## config.mk

```make
export PLATFORM = sky130hd
export DESIGN_NAME = word_segment_reader
export DESIGN_NICKNAME = d
export VERILOG_FILES = /design/src/rtl/word_segment_reader.sv
export SDC_FILE = /design/constraint.sdc
export NUM_CORES = 1
export LEC_CHECK = 0
export CELL_PAD_IN_SITES_DETAIL_PLACEMENT = 2
export CELL_PAD_IN_SITES_GLOBAL_PLACEMENT = 2
export CORE_MARGIN = 2
export CORE_UTILIZATION = 32
export DETAILED_ROUTE_END_ITERATION = 12
export PLACE_DENSITY_LB_ADDON = 0.1
export RECOVER_POWER = 25
export SYNTH_ARGS = -nofsm -noshare
export SYNTH_HDL_FRONTEND = slang
export SYNTH_SLANG_ARGS = --single-unit
```

## constraint.sdc

```tcl
create_clock -name iclk -period 4.2 [get_ports iclk]
set_input_delay 0.63 -clock iclk [delete_from_list [all_inputs] [get_ports iclk]]
set_output_delay 0.63 -clock iclk [all_outputs]
set_load 0.1 [all_outputs]
```

## src/rtl/word_segment_reader.sv

```systemverilog
// word_segment_reader: reads a {start,end} span from a circular sample RAM and streams it on valid/ready with olast.
// Latency: descriptor sampled at edge T, oseg_ack during T+1 (first read), first ovalid at T+3; 1 sample/cycle at iready=1.
// Backpressure: reads stall so FIFO occupancy plus RAM read in flight never exceeds 2; iready=0 never drops or overflows.
// Optional build macro WORD_READER_PAD_EN: zero-pad every segment to exactly MAX_LEN samples.

// Small generic FIFO; DEPTH must be a power of two, push only when not full, pop ignored when empty.
module wsr_fifo #(
  parameter int W     = 8,
  parameter int DEPTH = 2
) (
  input  logic                     iclk,
  input  logic                     irst,
  input  logic                     ipush,
  input  logic [W-1:0]             ipush_dat,
  input  logic                     ipop,
  output logic                     opop_vld,
  output logic [W-1:0]             opop_dat,
  output logic [$clog2(DEPTH):0]   ocount
);
  localparam int AW = $clog2(DEPTH);
  localparam int CW = AW + 1;

  logic [W-1:0]  mem [DEPTH];
  logic [AW-1:0] wr_ptr;
  logic [AW-1:0] rd_ptr;
  logic          do_pop;

  assign opop_vld = (ocount != '0);
  assign opop_dat = mem[rd_ptr];
  assign do_pop   = ipop && opop_vld;

  // Pointer and occupancy bookkeeping; reset flushes the contents.
  always_ff @(posedge iclk) begin
    if (irst) begin
      wr_ptr <= '0;
      rd_ptr <= '0;
      ocount <= '0;
    end else begin
      wr_ptr <= wr_ptr + AW'(ipush);
      rd_ptr <= rd_ptr + AW'(do_pop);
      ocount <= ocount + CW'(ipush) - CW'(do_pop);
    end
  end

  // Storage array; contents need no reset because occupancy gates visibility.
  always_ff @(posedge iclk) begin
    if (ipush) mem[wr_ptr] <= ipush_dat;
  end
endmodule

module word_segment_reader #(
  parameter int ADDR_W  = 16,
  parameter int DATA_W  = 16,
  parameter int MAX_LEN = 8000
) (
  input  logic              iclk,
  input  logic              irst,
  input  logic              iseg_valid,
  input  logic [31:0]       istart_idx,
  input  logic [31:0]       iend_idx,
  output logic              oseg_ack,
  output logic              omem_rd_en,
  output logic [ADDR_W-1:0] omem_addr,
  input  logic [DATA_W-1:0] imem_rdata,
  output logic              ovalid,
  input  logic              iready,
  output logic [DATA_W-1:0] odata,
  output logic              olast,
  output logic              otrunc,
  output logic              obusy
);
  // One extra bit so a full-buffer span (2**ADDR_W) is representable.
  localparam int              CNT_W     = ADDR_W + 1;
  localparam logic [CNT_W-1:0] MAX_LEN_C = CNT_W'(MAX_LEN);

  typedef enum logic [1:0] {IDLE, ACK, READ, DRAIN} state_t;
  state_t state, state_nxt;

  logic [ADDR_W-1:0] rd_addr;
  logic [ADDR_W-1:0] diff;
  logic [CNT_W-1:0]  span;
  logic [CNT_W-1:0]  len;
  logic [CNT_W-1:0]  total;
  logic [CNT_W-1:0]  issue_cnt;
  logic              issue;
  logic              issue_last;
  logic              room;
  logic              pop;
  logic              pad_phase;
  logic              inflight_vld;
  logic              inflight_last;
  logic [DATA_W:0]   push_dat;
  logic [DATA_W:0]   fifo_dat;
  logic              fifo_vld;
  logic [1:0]        fifo_cnt;
  logic              unused_hi;

  // Indices are circular: only the low ADDR_W bits matter.
  assign unused_hi = ^{istart_idx[31:ADDR_W], iend_idx[31:ADDR_W]};
  assign diff      = iend_idx[ADDR_W-1:0] - istart_idx[ADDR_W-1:0];
  assign span      = {1'b0, diff} + CNT_W'(1);

`ifdef WORD_READER_PAD_EN
  logic inflight_pad;
  // Every frame is MAX_LEN long; issues past len become zero samples with no RAM access.
  assign total     = MAX_LEN_C;
  assign pad_phase = (issue_cnt >= len);
  assign push_dat  = {inflight_last, inflight_pad ? {DATA_W{1'b0}} : imem_rdata};

  // Remember whether the issue in flight was a padding slot.
  always_ff @(posedge iclk) begin
    if (irst) inflight_pad <= 1'b0;
    else      inflight_pad <= pad_phase;
  end
`else
  assign total     = len;
  assign pad_phase = 1'b0;
  assign push_dat  = {inflight_last, imem_rdata};
`endif

  assign pop        = ovalid && iready;
  assign issue_last = (issue_cnt == total - CNT_W'(1));
  // Room if what is buffered plus in flight, less what leaves this cycle, is below two.
  assign room       = (3'(fifo_cnt) + 3'(inflight_vld)) < (3'd2 + 3'(pop));
  assign omem_addr  = rd_addr;

  wsr_fifo #(.W(DATA_W + 1), .DEPTH(2)) u_out_fifo (
    .iclk      (iclk),
    .irst      (irst),
    .ipush     (inflight_vld),
    .ipush_dat (push_dat),
    .ipop      (pop),
    .opop_vld  (fifo_vld),
    .opop_dat  (fifo_dat),
    .ocount    (fifo_cnt)
  );

  // Output stream, forced to zero when nothing is buffered.
  assign ovalid = fifo_vld;
  assign odata  = fifo_vld ? fifo_dat[DATA_W-1:0] : '0;
  assign olast  = fifo_vld && fifo_dat[DATA_W];

  // State register.
  always_ff @(posedge iclk) begin
    if (irst) state <= IDLE;
    else      state <= state_nxt;
  end

  // Next-state, ack/busy and read-issue decode.
  always_comb begin
    state_nxt  = state;
    oseg_ack   = 1'b0;
    obusy      = 1'b0;
    issue      = 1'b0;
    omem_rd_en = 1'b0;
    case (state)
      IDLE: begin
        if (iseg_valid) state_nxt = ACK;
      end
      ACK: begin
        oseg_ack = 1'b1;
        obusy    = 1'b1;
        issue    = room;
        if (issue && issue_last) state_nxt = DRAIN;
        else                     state_nxt = READ;
      end
      READ: begin
        obusy = 1'b1;
        issue = room;
        if (issue && issue_last) state_nxt = DRAIN;
      end
      DRAIN: begin
        obusy = 1'b1;
        if (pop && olast) state_nxt = IDLE;
      end
      default: state_nxt = IDLE;
    endcase
    omem_rd_en = issue && !pad_phase;
  end

  // Descriptor latch, read address/count advance and in-flight tracking.
  always_ff @(posedge iclk) begin
    if (irst) begin
      rd_addr       <= '0;
      len           <= '0;
      issue_cnt     <= '0;
      otrunc        <= 1'b0;
      inflight_vld  <= 1'b0;
      inflight_last <= 1'b0;
    end else begin
      inflight_vld  <= issue;
      inflight_last <= issue_last;
      if (state == IDLE && iseg_valid) begin
        rd_addr   <= istart_idx[ADDR_W-1:0];
        len       <= (span > MAX_LEN_C) ? MAX_LEN_C : span;
        otrunc    <= (span > MAX_LEN_C);
        issue_cnt <= '0;
      end else if (issue) begin
        rd_addr   <= rd_addr + ADDR_W'(1);
        issue_cnt <= issue_cnt + CNT_W'(1);
      end
    end
  end
endmodule

```

### Word level (Yosys, flattened, before mapping)

Memory sizes are Yosys's and may differ from the RTL's. A register that Yosys moved wholly into a read port is not among the register bits.
Index checks and enable logic that the tools add are counted.
W data, S select, Z words.

* add/sub/neg operators: 11
* magnitude comparators: 2
* eq/ne operators: 7
* multiplexer cells: 15
* reduce and logical (&&, ||, !) cells: 13

Operators by type and width (number)
* $mux W16: 3
* $add A16 B1 Y17 const B: 1
* $add A17 B1 Y17 const B: 1
* $eq A17 B17 Y1: 1
* $gt A17 B13 Y1 const B: 1
* $mux W17: 1
* $sub A17 B1 Y17 const B: 1
* $add A16 B1 Y16 const B: 1
* $sub A16 B16 Y16: 1
* $pmux W2 S4: 1
* $mux W1: 7
* $logic_and A1 B1 Y1: 6
* $mux W2: 3
* $ne A2 B2 Y1 const B: 3
* $eq A2 B2 Y1 const B: 2
* $reduce_bool A2 Y1: 2
* $reduce_or A2 Y1: 2
* $add A2 B1 Y3: 1
* $add A2 B1 Y3 const A: 1
* $lt A3 B3 Y1: 1
* $reduce_and A3 Y1: 1
* $reduce_or A3 Y1: 1
* $add A1 B1 Y1: 2
* $add A2 B1 Y2: 1
* 3 further kinds: 3

* bits in registers: 59
* RAM bits: 34
* input port bits: 84
* logic and storage cells: 59
* memories: 1

Memory list
* u_out_fifo.mem: depth 2, width 17, rd ports 1, clocked after Yosys merged registers in 1, wr ports 1, RTL line 23 `logic [W-1:0] mem [DEPTH];`

### Depth between registers and ports, before layout

* depth after elaboration: 7
* depth in mapped cells: 14

### Hierarchy

From an unflattened synthesis, not the netlist that was laid out.

* cells, all modules: 637
* area, all modules: 5959.5 um^2

By module, submodules not included
* word_segment_reader: instances 1, cells each 564, area an instance 4503.1 um^2, sequential area each 1101.1 um^2
* wsr_fifo: instances 1, cells each 73, area an instance 1456.4 um^2, sequential area each 1101.1 um^2

### Worst setup path before layout

No wires, ideal clock.

* kind: input port to flip-flop
* start: input port iend_idx[0]
* end: register len[6]
* arrival time: 3.388 ns
* data required time: 4.061 ns
* slack: 0.673 ns
* cell stages on the path: 14
* buffers on the path: 1
* cells stage by stage: inv_1 ha_1 inv_1 fa_1 a21o_1 a221oi_4 mux2i_1 nand4_4 nor4_2 nand3_1 mux2i_1 nor3_2 buf_6 a311oi_2

* longest elaborated chain between the ends: 4

Ends and longest elaborated chain
* start, declared: RTL line 60 `input logic [31:0] iend_idx,`
* $sub A16 B16 Y16 *: RTL line 100 `assign diff = iend_idx[ADDR_W-1:0] - istart_idx[ADDR_W-1:0];`
* $add A16 B1 Y17 *: RTL line 101 `assign span = {1'b0, diff} + CNT_W'(1);`
* $gt A17 B13 Y1: RTL line 195 `len <= (span > MAX_LEN_C) ? MAX_LEN_C : span;`
* $mux W17 *: RTL line 195
* end signal, assigned: RTL line 195
* end, declared: RTL line 82 `logic [CNT_W-1:0] len;`

Mark *: on every way between the ends. The rest lies on a longest branch, timed or not.
A chain may end at the register's enable or synchronous reset.

### Worst setup path after layout

* start: input port istart_idx[0]
* end: register len[7]

* longest elaborated chain between the ends: 4

Ends and longest elaborated chain
* start, declared: RTL line 59 `input logic [31:0] istart_idx,`
* $sub A16 B16 Y16 *: RTL line 100
* $add A16 B1 Y17 *: RTL line 101
* $gt A17 B13 Y1: RTL line 195
* $mux W17 *: RTL line 195

Marks and branches as above.

==> results by group <==
Status
  – Outcome: finished with violations
  – Failing checks: capacitance limit, slew limit

Placed design
  – Port Buffers: between 80 and 90
  – Final estimated routing congestion in global placement: 0.807
  – Detailed placement HPWL: approximately 14 mm
  – Worst slack at placement: -0.00478 ns
  – DP Area: slightly above 7000 um^2

GRT
  – Vias in the first global route: between 5k and 6k
  – First-pass GRT wire length: approximately 29 mm
  – Remaining Overflow, GRT: 0
  – Largest net degree at the start of global routing: roughly 40
  – Initial antenna violation count: 0
  – Overall global routing resource usage: 0.180

Clock tree
  – Post-CTS Setup Bufs: 0
  – Worst-Skew Late Latency: around 0.35 ns
  – Clock sinks: 93
  – Cts bufs inserted: 9
  – CTS tree: done
  – Max Root-Sink Buffers: 2
  – Clock transition at path regs: approximately 0.080 ns
  – Resize count post-CTS: 0
  – CTS H-tree lvls: 3
  – Clock root cell: clkbuf_16
  – Post-CTS Hold Fix Bufs: 0

Routing
  – DRT Pass-1 Iters: 4
  – Total wire length: around 17 mm
  – DRT iter0 DRCs: ~160
  – Wire length on met1: roughly 7.3 mm
  – Met2 wire length: 9.23 mm
  – Final ANT Viol Nets: 0
  – Top sig layer: met4
  – Met3 WL post-DR: 473 um
  – Vias: 5111
  – Avg WL per Cell: 17.5 um
  – Drt via density: 5.19
  – DRC Markers: 0

Power
  – NetSw: approximately 2.5 mW
  – Maximum VDD drop: 325 uV
  – Clock Power Share: 0.167
  – P per Cell Area: between 600 and 700 nW/um^2
  – P_leak: approximately 2.8 nW
  – Reg power frac: 0.269
  – Sw Share: 0.519
  – Logic pwr share: 0.564
  – Internal power: roughly 2.3 mW

Critical path
  – Crit path depth: 15
  – CP Buf/Inv Count: 4
  – CP Launch Type: input port
  – Worst EP required: ~4.4 ns
  – Slowest-stage cell, CP: clkdlybuf4s50_1
  – CP Cell Sequence: clkdlybuf4s50_1 > ha_1 > inv_1 > fa_1 > a21o_1 > a221oi_4 > mux2i_1 > buf_4 > nand4_4 > nor4_2 > nand3_1 > mux2i_1 > nor3_2 > buf_4 > a32o_1
  – Max incr delay on CP: 0.48 ns
  – Worst R2R Path Depth: 11
  – R2r setup slk: 1.09 ns
  – Critical path arrival: roughly 4 ns
  – Critical Path Sink Type: flip-flop
  – CP Max Fanout: 13
  – Largest delay share family, worst path: buffers and inverters
  – Crit path kind: input port to flip-flop

STA
  – RSZ-0062 raised after global routing: false
  – Fin. Hold Viols: 0
  – Clk_skew: approximately 0.013 ns
  – Fmax: ~260 MHz
  – Pins Over Slew Limit: ~40
  – Final-report setup violation count: 0
  – Setup WS post-layout: 0.386 ns
  – Worst slew margin: -0.397
  – Min cycle time layout: between 3 and 4 ns
  – Slew @ Worst Pin: approximately 2.1 ns
  – Crit share post-route: 0.908

Run
  – Max-cap violations: 1

Floorplanning
  – Die Span Y: 141 um
  – Die Width: about 140 um
  – Core area: around 19000 um^2
  – Initial Util: 0.324
  – Die area: between 15000 and 20000 um^2
  – I/O pins: 122
  – Num rows: 50

Final layout
  – Final #Nets: about 860
  – Final instance area: between 7000 and 8000 um^2
  – Layout cells sized above 1: 0.139
  – Diode count: 0
  – Area growth syn-to-layout: 25.4%

Synthesis
  – Syn Nets: between 700 and 800
  – Yosys top cell area share: 0.196
  – Syn. warnings: 0
  – Mapped cell area: about 6000 um^2
  – Primary FF master, synth: dfxtp_1
  – Post-Synthesis Cells: 641
  – Count leader, synth: nor2_1
  – Fraction of registers with async set/reset: 0
  – Post-synth EDFFs: 34
  – Register area share after synthesis: 0.366
  – Synth area leader: dfxtp_1
  – FF+latch count, synth: just over 90
  – Post-synth top cells: nor2_1, dfxtp_1, inv_1
  – Dominant cells by area after synthesis: dfxtp_1, edfxtp_1, ha_1, nor2_1, xnor2_1
  – Syn Area/Cell: 9.39 um^2
  – Synth unique cells: a little under 90

Hold path
  – Worst Hold Class: flip-flop to flip-flop
  – Hold Path Stages: 0
-- sequential cells by signal (all words and copies together), names as in the netlist --
register	cells
u_out_fifo.wr_ptr	1
u_out_fifo.mem	34
u_out_fifo.ocount	2
state	2
issue_cnt	17
len	17
inflight_last	1
otrunc	1
inflight_vld	1
u_out_fifo.rd_ptr	1
omem_addr	16
-- layer usage --
| metal | vias to the layer above | global-route usage |
|---|---|---|
| met4 | 0 | 0.0405 |
| met2 | 57 | 0.342 |
| met3 | 11 | 0.0319 |
| li1 | 2511 | - |
| met1 | 2532 | 0.209 |
| met5 | - | 0 |
-- power groups by stage --
stage / combinational [mW] / clock (mW) / sequential (mW)
2_1_floorplan: 1.78 / 0 / 1.61
3_5_place_dp: 2.77 / 0 / 1.33
6_report: 2.75 / 0.814 / 1.31
5_1_grt: 2.93 / 0.877 / 1.34
3_3_place_gp: 2.70 / 0 / 1.31
4_1_cts: 2.79 / 0.840 / 1.31
-- cells in the final DEF (no fill, tap or decap), drive strengths merged, types with 17 or more instances in the layout --
cell type,n
nor2,87
dfxtp,59
clkdlybuf4s50,54
buf,51
inv,46
nand2,38
xnor2,36
edfxtp,34
xor2,31
ha,31
mux2i,26
a211oi,24
nand4,18
a21oi,17
-- cell families (layout without fill, tap and decap cells) --
group	Yosys count	after routing	share of synthesized area
muxes	26	26	0.0432
adders and majority gates	33	33	0.0694
buffers and inverters	70	179	0.0484
xor gates and xnor gates	67	67	0.0987
AOI/OAI and AO/OA	114	114	0.159
DFF	93	93	0.366
and+or+nand+nor	238	238	0.215
-- path summary, 6_finish.rpt --
check	from	end
worst min-delay path	inflight_last	u_out_fifo.mem[0][16]
worst max register to register	len[0]	state[1]
worst min register to register	inflight_last	u_out_fifo.mem[0][16]
worst max-delay path	istart_idx[0]	len[7]
-- through the flow --
step / instances / TNS (ns) / utilization / hold slack, ns / power (mW)
2_1_floorplan: 641 / 0 / - / 0.404 / 3.39
3_3_place_gp: 968 / 0 / 0.391 / 0.410 / 4.01
3_5_place_dp: 968 / -0.0120 / 0.391 / 0.424 / 4.10
4_1_cts: 984 / 0 / 0.407 / 0.431 / 4.94
5_1_grt: 984 / 0 / 0.407 / 0.443 / 5.14
6_report: 984 / 0 / 0.407 / 0.427 / 4.87
-- worst register-to-register path: stages, from the launching register on --
cell,delay (ns)
dfxtp_1,0.37
inv_1,0.08
ha_1,0.18
or4b_1,0.60
nor3_1,0.24
nand2_2,0.09
a2111oi_4,0.44
nand3_2,0.14
nor4b_4,0.34
o21ba_1,0.18
mux2i_1,0.20
nor2_1,0.05
-- area by class of cell --
class,instances,area (um^2)
flip-flops and latches,93,2200
repair buffers,122,1080
well taps,234,293
clock inverters,6,62.6
clock buffers,10,229
inverters,41,154
fillers,2015,11000
multi-input cells,478,3530
Power figures use the tool's default switching activity.
